<file path="src/rtl/seg7_scan_arbiter.sv">
// Shared 4-digit seven-segment controller: two producers write a 4-entry frame buffer, a scan engine multiplexes it.
// Latency: write commits on the edge a request is granted (ack the cycle after); display updates at the next scan slot.
// Backpressure: req/ack handshake, round-robin grant of one write per cycle; the loser keeps req high until acked.
//
// Ports:
//   clk, rst                      - system clock, synchronous active-high reset
//   a_req/a_digit/a_pattern/a_ack - producer A write request, target digit, pattern, one-cycle commit pulse
//   b_req/b_digit/b_pattern/b_ack - producer B, same as A
//   blank                         - darkens the display at the next scan slot; scanning continues
//   seg7_sel, seg7                - one-hot digit enable and segment drive of the scanned digit
//   frame_done                    - one-cycle pulse after digit 3 has been loaded
module seg7_scan_arbiter #(
    parameter int SCAN_DIV = 65536
) (
    input  logic       clk,
    input  logic       rst,
    input  logic       a_req,
    input  logic [1:0] a_digit,
    input  logic [7:0] a_pattern,
    output logic       a_ack,
    input  logic       b_req,
    input  logic [1:0] b_digit,
    input  logic [7:0] b_pattern,
    output logic       b_ack,
    input  logic       blank,
    output logic [3:0] seg7_sel,
    output logic [7:0] seg7,
    output logic       frame_done
);

    localparam int            CW        = $clog2(SCAN_DIV);
    localparam logic [CW-1:0] TICK_LAST = CW'(SCAN_DIV - 1);

    // Encoding of the last_grant register.
    localparam logic GRANT_A = 1'b0;
    localparam logic GRANT_B = 1'b1;

    logic [CW-1:0] tick_cnt;
    logic          tick;
    logic [1:0]    idx;
    logic [7:0]    frame_buf [4];
    logic          last_grant;
    logic          a_elig;
    logic          b_elig;
    logic          grant_a;
    logic          grant_b;

    always_comb begin
        // A requester whose ack is high this cycle is still holding the
        // request it just had committed; ignoring it prevents a double write.
        a_elig  = a_req & ~a_ack;
        b_elig  = b_req & ~b_ack;
        // On a tie the requester not served last time wins.
        grant_a = a_elig & (~b_elig | (last_grant == GRANT_B));
        grant_b = b_elig & ~grant_a;
        tick    = (tick_cnt == TICK_LAST);
    end

    always_ff @(posedge clk) begin
        if (rst) begin
            tick_cnt   <= '0;
            idx        <= 2'd0;
            last_grant <= GRANT_B;
            a_ack      <= 1'b0;
            b_ack      <= 1'b0;
            seg7_sel   <= 4'b0000;
            seg7       <= 8'h00;
            frame_done <= 1'b0;
            for (int i = 0; i < 4; i++) begin
                frame_buf[i] <= 8'h00;
            end
        end else begin
            tick_cnt <= tick ? '0 : tick_cnt + CW'(1);

            a_ack <= grant_a;
            b_ack <= grant_b;
            if (grant_a) begin
                frame_buf[a_digit] <= a_pattern;
                last_grant         <= GRANT_A;
            end else if (grant_b) begin
                frame_buf[b_digit] <= b_pattern;
                last_grant         <= GRANT_B;
            end

            // The scan reads frame_buf before this edge's write lands, so a
            // write to the digit being loaded shows up one frame later.
            frame_done <= tick && (idx == 2'd3);
            if (tick) begin
                if (blank) begin
                    seg7_sel <= 4'b0000;
                    seg7     <= 8'h00;
                end else begin
                    seg7_sel <= 4'b0001 << idx;
                    seg7     <= frame_buf[idx];
                end
                idx <= idx + 2'd1;
            end
        end
    end

endmodule

</file>
<file path="config.mk">
export PLATFORM = sky130hd
export DESIGN_NAME = seg7_scan_arbiter
export DESIGN_NICKNAME = d
export VERILOG_FILES = /design/src/rtl/seg7_scan_arbiter.sv
export SDC_FILE = /design/constraint.sdc
export NUM_CORES = 1
export LEC_CHECK = 0
export CORE_MARGIN = 2
export CORE_UTILIZATION = 38
export CTS_CLUSTER_DIAMETER = 50
export CTS_CLUSTER_SIZE = 20
export DETAILED_ROUTE_END_ITERATION = 8
export SLEW_MARGIN = 30
export SYNTH_ARGS = -nofsm -noshare
export SYNTH_HDL_FRONTEND = slang
export SYNTH_SLANG_ARGS = --single-unit
</file>
<file path="constraint.sdc">
create_clock -name clk -period 2.6 [get_ports clk]
set_clock_uncertainty 0.1 [all_clocks]
set_input_delay 0.65 -clock clk [delete_from_list [all_inputs] [get_ports clk]]
set_output_delay 0.65 -clock clk [all_outputs]
set_load 0.01 [all_outputs]
</file>
* Yosys cells after proc, flatten, opt, wreduce, memory -nomap -nowiden
Memory sizes are Yosys's and may differ from the RTL's. A register that Yosys moved wholly into a read port is not among the register bits. Index checks and enable logic that the tools add are counted.
Cells by class: $add $sub $neg 2, mux-type cells 21, bitwise operators 9, shifts and indexed selects 1, eq/ne operators 2, reduce and logical (&&, ||, !) cells 5
Operators by type and width (count):
- 8-bit two-way mux | 3
- 16-bit by 1-bit adder with 16-bit output, second input constant | 1
- 16-bit == test, second input constant | 1
- 8-bit OR reduction | 2
- 1-bit two-way mux | 13
- 2-bit two-way mux | 4
- 1-bit AND | 4
- 4-bit two-way mux | 1
- 1-bit NOT | 4
- 1-bit by 2-bit << shifter with 4-bit output, first input constant | 1
- 2-bit by 1-bit adder with 2-bit output, second input constant | 1
- 2-bit == test, second input constant | 1
- 2-bit nonzero test | 1
- 2-bit OR reduction | 1
- 1-bit logical AND | 1
- 1-bit OR | 1
Storage, ports and cells: memories 1, register bits 34, output and inout bits 15, logic and storage cells 49, RAM bits 32
Memory list:
- frame_buf | depth 4, width 8, rd ports 1, clocked after Yosys merged registers in 1, write ports 4, line 41 | logic [7:0] frame_buf [4];

* Longest topological paths before layout
word-level depth 13, mapped depth 6

* Least setup slack after synthesis
OpenSTA, ideal clock, no wires.
kind input port to flip-flop, start point input a_req, end point memory frame_buf[3][0], enable pin, buffers on the path 1, setup slack 0.155 ns, cell stages on the path 5, arrival time 1.959 ns, path through and3b_1 clkbuf_1 nor3b_1 nor2_1 o31ai_1
RTL lines:
- start, declared | line 17 | input logic a_req,
- end, declared | line 41

==> run metrics <==
status=finished, final reports clean; Post-synth EDFFs=32; Mapped Cells=240; Worst-Margin Slew=648 ps; worst skew pair latency=330 ps; largest net degree at the start of global routing=14; setup violators final=0; die height=91.1 um; Async SR Flop Fraction=0%; synthesized area=2890 sq um; Main synth FF type=dfxtp_1; Synth Register Bits=68; final hold vios=0; Setup crit end kind=register; DRC=0; layout cell share with drive strength beyond 1=15.1%; area grow syn2layout=28.1%; relative slew slack=56.7%; setup TNS=0 ps; worst vdd ir=0.295 mV; Yosys warning count=0; fill count=670; unrepaired setup endpoints after global routing=false; largest area contributor in the netlist=edfxtp_1; gr usage total=13.6%; Max Cap Violations=0; crit path from=b_req; # nets final=324; WP buf/inv=2; cell depth of the worst setup path=6; Syn Area/Cell=12.0 sq um; worst hold path type=reg -> reg; final antenna-violating net count=0; crit-path max cell delay=470 ps; drt wl/cell=13.6 um; most frequent cells in the layout=45 x nor2_1, 39 x clkdlybuf4s50_1, 36 x dfxtp_1; Peak Freq=447 MHz; CTS buffer count=9; crit path DAT=2210 ps; Synth top area share=33.3%; fin. max-slew vios=0; CTS Sinks=68; Pleak=1.36 nW; worst r2r path cells=5; top post-synthesis cells by area=edfxtp_1 33%, dfxtp_1 25%, mux4_2 6.2%, nor2_1 5.9%, a22o_1 3.6%; Final Cycle Share=86.1%; syn_nets=270; row count=31; I/O pins=40; CTS root buffer=clkbuf_8; initial DRC count=134; H-tree depth=3; crit path kind=in -> reg; delay-heaviest family, CP=buffers and inverters; hpwl dp=3.80 mm; R2R setup slack=510 ps; Final Wtd Congestion=0.800; Pre-Repair DR Iteration Count=4; Crit Reg-Reg Startpoint=tick_cnt[0]; worst-case clock buffer depth=2; vias per inst=4.85; # diodes=0; Worst-path clk slew=70 ps; Die Width=91.1 um; number of global-route vias before repair=1786; CP max-delay cell=clkdlybuf4s50_1; CTS tree=done; # port buffers=39; initial antenna violation count=0; worst hold slack=378 ps; Seq/Total Area, Yosys=58.3%; die area=8310 sq um; PwrDens=644 nW/um^2; Vias=1929; Cell variety after synth=43; Required @ worst endpoint=2570 ps; final wirelength=5.41 mm; Core ar.=7290 sq um; GRT Residual Overflow=0; Initial Util=39.6%; Tmin final=2240 ps; Hold-fix buffers, CTS=0; commonest non-fill, non-tap cell in the layout=nor2_1; CP endpoint=frame_buf[2][1]; crit start category=input pin; crit path max fanout=8; first-pass GRT wire length=8.77 mm; total setup buffers inserted after CTS=0; CP cell instances=clkdlybuf4s50_1, nor3b_2, buf_4, nor3_1, o211ai_1, nor2_1; Gates resized, CTS repair=0
## worst min-delay path by stage
stage                start           to  cells past startpoint
6_report       tick_cnt[0]  tick_cnt[0]                      1
5_1_grt            seg7[7]      seg7[7]                      1
4_1_cts        tick_cnt[0]  tick_cnt[0]                      1
3_5_place_dp   tick_cnt[0]  tick_cnt[0]                      1
3_3_place_gp   tick_cnt[0]  tick_cnt[0]                      1
2_1_floorplan  tick_cnt[0]  tick_cnt[0]                      1
## area by class of cell
cell class | instances | area, sq um | area share [%]
inverter | 14 | 52.6 | 1.42
multi-input combinational | 150 | 1110 | 30.0
tap | 99 | 124 | 3.35
clock buffer | 9 | 124 | 3.35
clock inverter | 7 | 114 | 3.08
sequential | 68 | 1680 | 45.5
timing repair buffer | 51 | 493 | 13.3
## cells by family (layout without fill, tap and decap cells)
kind of cell / Yosys count / after routing / synth area share (%)
mux: 12 / 12 / 7.76
buf+inv: 22 / 81 / 3.34
xor+xnor: 13 / 13 / 3.95
fa+ha+maj: 5 / 5 / 2.17
simple gates: 92 / 92 / 16.8
compound gates: 28 / 28 / 7.72
flops: 68 / 68 / 58.3
## report_power, final
part	switching [mW]	internal, mW
Combinational	0.0829	0.0820
Sequential	0.0168	1.17
Clock	0.397	0.634
## per-stage QoR
stage / power, mW / instance area, sq um / setup WS [ps] / std cells / util (%)
2_1_floorplan: 1.28 / 2890 / 155 / 240 / -
3_3_place_gp: 1.37 / 3460 / 45.4 / 382 / 47.4
3_5_place_dp: 1.37 / 3460 / 16.2 / 382 / 47.4
4_1_cts: 2.41 / 3700 / 359 / 398 / 50.7
5_1_grt: 2.47 / 3700 / 219 / 398 / 50.7
6_report: 2.38 / 3700 / 361 / 398 / 50.7
## cell usage after synthesis, types with 4 or more instances
library cell and instances:
nor2_1 45, dfxtp_1 36, edfxtp_1 32, inv_1 13, a22o_1 12, xnor2_1 11
a22oi_1 8, mux4_2 8, nand2_1 7, nor3_1 7, and3_1 5, ha_1 5
nand3_1 4, nor4_1 4
## flip-flops by register name, summed over array words and instances (netlist names), named ones only
register    cells
a_ack           1
b_ack           1
frame_buf      32
frame_done      1
idx             2
last_grant      1
seg7            8
seg7_sel        4
tick_cnt       16
## layer usage
| layer | vias to the layer above | wire length, um | track usage [%] | share of wire, % |
|---|---|---|---|---|
| li1 | 976 | - | - | - |
| met1 | 907 | 2740 | 19.4 | 51 |
| met2 | 40 | 2340 | 19.3 | 43 |
| met3 | 6 | 246 | 3.98 | 4.5 |
| met4 | 0 | 85 | 5.68 | 1.6 |
| met5 | - | 0 | 0 | 0 |
## worst reg2reg max path, cell delays in order (launching register included)
cell	delay, ps
dfxtp_1	380
ha_1	240
nand3_2	140
nor4_4	440
and3_1	340
mux2_2	350
(Power assumes the default switching activity.)
